`config.mk`:
```
export PLATFORM = sky130hd
export DESIGN_NAME = fp_mul_issue
export DESIGN_NICKNAME = d
export VERILOG_FILES = /design/src/rtl/fp24_pkg.sv /design/src/rtl/fp_mul.sv /design/src/rtl/fp_mul_issue.sv
export SDC_FILE = /design/constraint.sdc
export NUM_CORES = 1
export LEC_CHECK = 0
export ABC_AREA = 1
export CORE_MARGIN = 1
export CORE_UTILIZATION = 55
export DETAILED_ROUTE_END_ITERATION = 6
export DONT_BUFFER_PORTS = 1
export PLACE_DENSITY = 0.7
export SLEW_MARGIN = 40
export SYNTH_ARGS = -nofsm -noshare
export SYNTH_HDL_FRONTEND = slang
export SYNTH_HIERARCHICAL = 1
export SYNTH_SLANG_ARGS = --single-unit
export TNS_END_PERCENT = 1
```
`constraint.sdc`:
```
create_clock -name clk -period 21.4 [get_ports clk]
set_input_delay 3.21 -clock clk [delete_from_list [all_inputs] [get_ports clk]]
set_output_delay 3.21 -clock clk [all_outputs]
set_load 0.05 [all_outputs]
```
`src/rtl/fp24_pkg.sv`:
```
// fp24 format definitions shared by the multiplier and its issue front-end.
package fp24_pkg;

  localparam int unsigned FP24_W         = 24;
  localparam int unsigned FP24_EXP_W     = 7;
  localparam int unsigned FP24_MAN_W     = 16;
  localparam int unsigned FP24_BIAS      = 63;
  localparam int unsigned FP_MUL_LATENCY = 2;

  localparam logic [FP24_EXP_W-1:0] FP24_EXP_MAX = '1;

  typedef struct packed {
    logic                  sign;
    logic [FP24_EXP_W-1:0] expo;
    logic [FP24_MAN_W-1:0] man;
  } fp24_t;

endpackage

```
`src/rtl/fp_mul.sv`:
```
// fp24 multiplier: two register stages (operands, then product).
// Zero/denormal inputs and underflow flush to signed zero; overflow and
// infinite inputs give signed infinity; inf*0 gives a quiet NaN.
// Mantissa is truncated, no rounding.
module fp_mul
  import fp24_pkg::*;
(
  input  logic  clk,
  input  logic  rst_n,
  input  fp24_t a_i,
  input  fp24_t b_i,
  output fp24_t p_o
);

  localparam int unsigned SIG_W  = FP24_MAN_W + 1;
  localparam int unsigned PROD_W = 2 * SIG_W;
  localparam int unsigned ESUM_W = FP24_EXP_W + 2;

  fp24_t a_q, b_q, p_q, p_d;

  logic [PROD_W-1:0]     prod;
  logic                  norm;
  logic [FP24_MAN_W-1:0] man;
  logic [ESUM_W-1:0]     esum;
  logic                  sign, a_zero, b_zero, a_inf, b_inf;

  // Product datapath: significand multiply, normalise, exponent range checks.
  always_comb begin
    prod   = PROD_W'({1'b1, a_q.man}) * PROD_W'({1'b1, b_q.man});
    norm   = prod[PROD_W-1];
    man    = norm ? prod[PROD_W-2 -: FP24_MAN_W] : prod[PROD_W-3 -: FP24_MAN_W];
    esum   = ESUM_W'(a_q.expo) + ESUM_W'(b_q.expo) + ESUM_W'(norm);
    sign   = a_q.sign ^ b_q.sign;
    a_zero = (a_q.expo == '0);
    b_zero = (b_q.expo == '0);
    a_inf  = (a_q.expo == FP24_EXP_MAX);
    b_inf  = (b_q.expo == FP24_EXP_MAX);
    p_d    = '{sign: sign, expo: '0, man: '0};
    if ((a_zero && b_inf) || (a_inf && b_zero)) begin
      p_d = '{sign: 1'b0, expo: FP24_EXP_MAX, man: '1};
    end else if (a_inf || b_inf) begin
      p_d = '{sign: sign, expo: FP24_EXP_MAX, man: '0};
    end else if (a_zero || b_zero) begin
      p_d = '{sign: sign, expo: '0, man: '0};
    end else if (esum <= ESUM_W'(FP24_BIAS)) begin
      p_d = '{sign: sign, expo: '0, man: '0};
    end else if (esum >= ESUM_W'(FP24_BIAS) + ESUM_W'(FP24_EXP_MAX)) begin
      p_d = '{sign: sign, expo: FP24_EXP_MAX, man: '0};
    end else begin
      p_d = '{sign: sign, expo: FP24_EXP_W'(esum - ESUM_W'(FP24_BIAS)), man: man};
    end
  end

  // Operand and result registers.
  always_ff @(posedge clk or negedge rst_n) begin
    if (!rst_n) begin
      a_q <= '0;
      b_q <= '0;
      p_q <= '0;
    end else begin
      a_q <= a_i;
      b_q <= b_i;
      p_q <= p_d;
    end
  end

  assign p_o = p_q;

endmodule

```
`src/rtl/fp_mul_issue.sv`:
```
// Valid/ready front-end for the non-stallable fp_mul pipeline. Occupancy
// credits (in-flight + stored) guarantee every product has a FIFO slot.
// Optional per-op tag transport: define FP_MUL_ISSUE_TAG_EN.
module fp_mul_issue
  import fp24_pkg::*;
#(
  parameter int unsigned MUL_LATENCY = FP_MUL_LATENCY,
  parameter int unsigned DEPTH       = 4,
  parameter int unsigned TAG_W       = 4
) (
  input  logic              clk,
  input  logic              rst_n,
  input  logic              in_valid,
  output logic              in_ready,
  input  logic [FP24_W-1:0] in_a,
  input  logic [FP24_W-1:0] in_b,
  input  logic [TAG_W-1:0]  in_tag,
  output logic              out_valid,
  input  logic              out_ready,
  output logic [FP24_W-1:0] out_result,
  output logic [TAG_W-1:0]  out_tag
);

  localparam int unsigned PTR_W = $clog2(DEPTH);
  localparam int unsigned CNT_W = $clog2(DEPTH + 1);

  logic                   fire_in, fire_out, wr_en;
  logic [MUL_LATENCY-1:0] vld_q, vld_d;
  logic [PTR_W-1:0]       wr_ptr_q, rd_ptr_q;
  logic [CNT_W-1:0]       cnt_q, cnt_d, occ_q, occ_d;
  fp24_t                  a_op, b_op, prod;
  fp24_t                  mem_q [DEPTH];

  assign a_op = in_a;
  assign b_op = in_b;

  fp_mul u_mul (
    .clk   (clk),
    .rst_n (rst_n),
    .a_i   (a_op),
    .b_i   (b_op),
    .p_o   (prod)
  );

  // Handshakes; in_ready depends only on registered credits (and reset).
  assign in_ready  = rst_n && (occ_q < CNT_W'(DEPTH));
  assign out_valid = (cnt_q != '0);
  assign fire_in   = in_valid && in_ready;
  assign fire_out  = out_valid && out_ready;
  assign wr_en     = vld_q[MUL_LATENCY-1];
  assign out_result = mem_q[rd_ptr_q];

  // Next-state for valid pipe, FIFO fill count and credit counter.
  always_comb begin
    vld_d = MUL_LATENCY'({vld_q, fire_in});
    cnt_d = cnt_q;
    occ_d = occ_q;
    if (wr_en && !fire_out) begin
      cnt_d = cnt_q + CNT_W'(1);
    end else if (!wr_en && fire_out) begin
      cnt_d = cnt_q - CNT_W'(1);
    end
    if (fire_in && !fire_out) begin
      occ_d = occ_q + CNT_W'(1);
    end else if (!fire_in && fire_out) begin
      occ_d = occ_q - CNT_W'(1);
    end
  end

  // Valid pipe, FIFO storage/pointers and counters.
  always_ff @(posedge clk or negedge rst_n) begin
    if (!rst_n) begin
      vld_q    <= '0;
      wr_ptr_q <= '0;
      rd_ptr_q <= '0;
      cnt_q    <= '0;
      occ_q    <= '0;
      for (int unsigned i = 0; i < DEPTH; i++) begin
        mem_q[i] <= '0;
      end
    end else begin
      vld_q <= vld_d;
      cnt_q <= cnt_d;
      occ_q <= occ_d;
      if (wr_en) begin
        mem_q[wr_ptr_q] <= prod;
        wr_ptr_q        <= wr_ptr_q + PTR_W'(1);
      end
      if (fire_out) begin
        rd_ptr_q <= rd_ptr_q + PTR_W'(1);
      end
    end
  end

`ifdef FP_MUL_ISSUE_TAG_EN
  logic [TAG_W-1:0] tag_pipe_q [MUL_LATENCY];
  logic [TAG_W-1:0] tag_mem_q  [DEPTH];

  // Tag pipe mirrors the multiplier latency; tag stored beside its product.
  always_ff @(posedge clk or negedge rst_n) begin
    if (!rst_n) begin
      for (int unsigned i = 0; i < MUL_LATENCY; i++) begin
        tag_pipe_q[i] <= '0;
      end
      for (int unsigned i = 0; i < DEPTH; i++) begin
        tag_mem_q[i] <= '0;
      end
    end else begin
      tag_pipe_q[0] <= in_tag;
      for (int unsigned i = 1; i < MUL_LATENCY; i++) begin
        tag_pipe_q[i] <= tag_pipe_q[i-1];
      end
      if (wr_en) begin
        tag_mem_q[wr_ptr_q] <= tag_pipe_q[MUL_LATENCY-1];
      end
    end
  end

  assign out_tag = tag_mem_q[rd_ptr_q];
`else
  logic unused_tag;
  assign unused_tag = ^in_tag;
  assign out_tag    = '0;
`endif

  // FIFO must never be written while full, and credits never go negative.
  assert property (@(posedge clk) disable iff (!rst_n)
    !(wr_en && !fire_out && (cnt_q == CNT_W'(DEPTH))));
  assert property (@(posedge clk) disable iff (!rst_n)
    !(fire_out && (occ_q == '0)));

endmodule

```
==> results.toml <==
[timing]
timing.fmax_mhz = 122.6
rsz0062_at_grt = "false"
worst_pin_slew_ns = 0.8413
min_period_ns = 8.157
setup_viol = 0
hold_viol = 0
tns_ns = 0
drv_slew = 0
holdWs_ns = 0.3718
period_share_pct = 38.12
fin_skew_ns = 0.01523
relSlewSlack_pct = 43.92

[cts]
clkLatencyLatePin_ns = 0.45
hold_buffers = 0
clk_path_buf_depth = 2
cts-root-buf = "clkbuf_16"
cts_sinks = 180
h-tree-depth = 4
cts.reportedPaths.clkPinSlew_ns = 0.09
cts_tree = "done"
postCtsSetupBuffers = 0
cts_inserted_buffers = 17
cts_resized = 0

[critical_path]
rr_startpoint = "u_mul/a_q[7]$_DFF_PN0_"
crit_path_frequent_cell = "fa_1"
crit_type = "reg2reg"
cp-start-kind = "register"
cp.arrival_ns = 8.48
reg2reg_to = "u_mul/p_o[13]$_DFF_PN0_"
required_ns = 21.73
rrSetupSlack_ns = 13.24
max_stage_delay_ns = 0.86
startpoint = "u_mul/a_q[7]$_DFF_PN0_"
end_kind = "register"
slowest_stage = "dfrtp_1"
worstPathMaxFanout = 17
setup.worst_path.end = "u_mul/p_o[13]$_DFF_PN0_"
cp.depth = 33
rr_worst_depth = 33
crit_buf_inv = 7
cp_top_family = "adder cells"

[global_routing]
antenna_found_initial = 0
overflow = 0
grt_pass1_wl_um = 66340
grt_start_max_net_pins = 183
grt_pass1_vias = 13810
grtUsageTotal_pct = 24.62

[drt]
wl_per_cell_um = 14.22
vias = 13650
vias_per_cell = 5.037
first_iter_violations = 845
drc_errors = 0
finalWirelength_um = 38550
antenna_left = 0
drt_pass1_iterations = 5

[floorplanning]
dieHeight_um = 184.9
ios = 86
core_area_mm2 = 0.03270
fp.dieW_um = 184.9
num_rows = 66
dieArea_mm2 = 0.03418
start_util_pct = 56.25

[synthesis]
synth_compound_area_share_pct = 7.115
syn_area_per_cell_um2 = 7.874
synth_area_mm2 = 0.01839
synth_top_family_by_area = "adder cells"
synthTopCellsByCount = "nand2_1 (715), inv_1 (597), fa_1 (226)"
synthAdderAreaFrac_pct = 32.69
synth.most_common_cell = "nand2_1"
ys_ff_latch = 180
ys_async_sr_fraction_pct = 100.0
yosys_warnings = 6
seq_area_frac_synth_pct = 24.49
yosys.cell_types.count = 42
synth-simple-area-share_pct = 19.65
yosys-top-cells-area = "fa_1 (25%), dfrtp_1 (24%), nand2_1 (15%), inv_1 (12%), ha_1 (8.1%)"
synthXorXnorAreaFrac_pct = 0.6666
synth_edf_count = 0
synth_top_area_share_pct = 24.60
synthMuxAreaShare_pct = 0
ys.flop_type = "dfrtp_1"
synth_top_cell_by_area = "fa_1"
postSynthCellCount = 2336

[status]
status = "finished, final reports clean"

[placed_design]
dp_hpwl_um = 29350
place_inst = 2678
port_buffers = 0
postPlaceCellArea_mm2 = 0.01843
globalplace.congestion = 0.9473

[layout]
drive_gt1_share_pct = 4.674
final_cell_area_mm2 = 0.01906
area_growth_pct = 3.612
insertedDiodeCount = 0
final-instance-count-excl-fill = 2710
fin_nets = 2656

[job]
drv_cap = 0

[hold_path]
min_path_type = "reg2reg"
[sequential cells by signal, indices dropped and copies added (netlist names)]
register	flops
cnt_q	3
occ_q	3
mem_q	96
rd_ptr_q	2
u_mul/b_q	24
wr_ptr_q	2
u_mul/p_o	24
u_mul/a_q	24
vld_q	2
[layout by cell type (no fill, tap or decap), types with 2 or more instances in the layout]
| cell type | Yosys | routed |
|---|---|---|
| a21oi_1 | 29 | 29 |
| a21oi_2 | 3 | 3 |
| and2_1 | 2 | 2 |
| and3_1 | 2 | 2 |
| clkbuf_16 | 0 | 17 |
| clkinv_2 | 0 | 2 |
| clkinv_8 | 0 | 4 |
| conb_1 | 1 | 4 |
| dfrtp_1 | 180 | 180 |
| fa_1 | 226 | 226 |
| ha_1 | 119 | 119 |
| inv_1 | 597 | 597 |
| inv_2 | 7 | 7 |
| inv_8 | 0 | 6 |
| nand2_1 | 715 | 715 |
| nand2_2 | 16 | 12 |
| nand2_4 | 4 | 8 |
| nand3_1 | 48 | 48 |
| nand3_2 | 4 | 4 |
| nand3b_1 | 4 | 4 |
| nand4_1 | 20 | 20 |
| nor2_1 | 53 | 52 |
| nor2_2 | 2 | 3 |
| nor3_1 | 5 | 5 |
| nor3_4 | 2 | 2 |
| o211ai_1 | 29 | 29 |
| o211ai_2 | 20 | 20 |
| o21ai_0 | 89 | 89 |
| o21ai_1 | 19 | 19 |
| o21ai_2 | 7 | 7 |
| o21bai_1 | 4 | 4 |
| o21bai_2 | 2 | 2 |
| xnor2_1 | 6 | 6 |
| xor2_1 | 8 | 8 |
[how the worst min path moves through the flow]
stage,start,depth (start not counted),slack [ns],endpoint
6_report,vld_q[0]$_DFF_PN0_,0,0.37,vld_q[1]$_DFF_PN0_
5_1_grt,vld_q[0]$_DFF_PN0_,0,0.38,vld_q[1]$_DFF_PN0_
4_1_cts,vld_q[0]$_DFF_PN0_,0,0.37,vld_q[1]$_DFF_PN0_
3_5_place_dp,vld_q[0]$_DFF_PN0_,0,0.34,vld_q[1]$_DFF_PN0_
3_3_place_gp,vld_q[0]$_DFF_PN0_,0,0.34,vld_q[1]$_DFF_PN0_
2_1_floorplan,vld_q[0]$_DFF_PN0_,0,0.33,vld_q[1]$_DFF_PN0_
[final cells by class]
class	count	area, µm²
fillers	2966	13640
well taps	442	553.0
clock inverters	15	188.9
clock buffers	17	425.4
repair buffers	2	18.77
flip-flops and latches	180	4504
multi-input cells	1449	11100
inverters	605	2271
[per-stage QoR]
stage | setup slack [ns] | util (%)
3_3_place_gp | 13.33 | 56.32
5_1_grt | 12.66 | 58.28
4_1_cts | 13.21 | 58.23
3_5_place_dp | 13.26 | 56.35
6_report | 13.24 | 58.28
2_1_floorplan | 13.96 | -
[logic make-up (layout without fill, tap and decap cells)]
family	after synthesis	in the layout
AOI/OAI and AO/OA	204	204
xor gates and xnor gates	14	14
adders and majority gates	345	345
buffers and inverters	710	639
DFF	180	180
other	1	4
and+or+nand+nor	882	882
[routing by layer]
metal / vias up / track usage [%] / share of wire, % / wire length [µm]
li1: 6666 / - / - / -
met1: 6641 / 33.99 / 47 / 17980
met2: 310 / 41.14 / 47 / 18250
met3: 32 / 3.814 / 5.0 / 1918
met4: 0 / 5.091 / 1.1 / 405
met5: - / 0 / 0 / 0
Power is not shown: default switching activity piles up to over one toggle a cycle in this logic, so the estimate is an artifact.
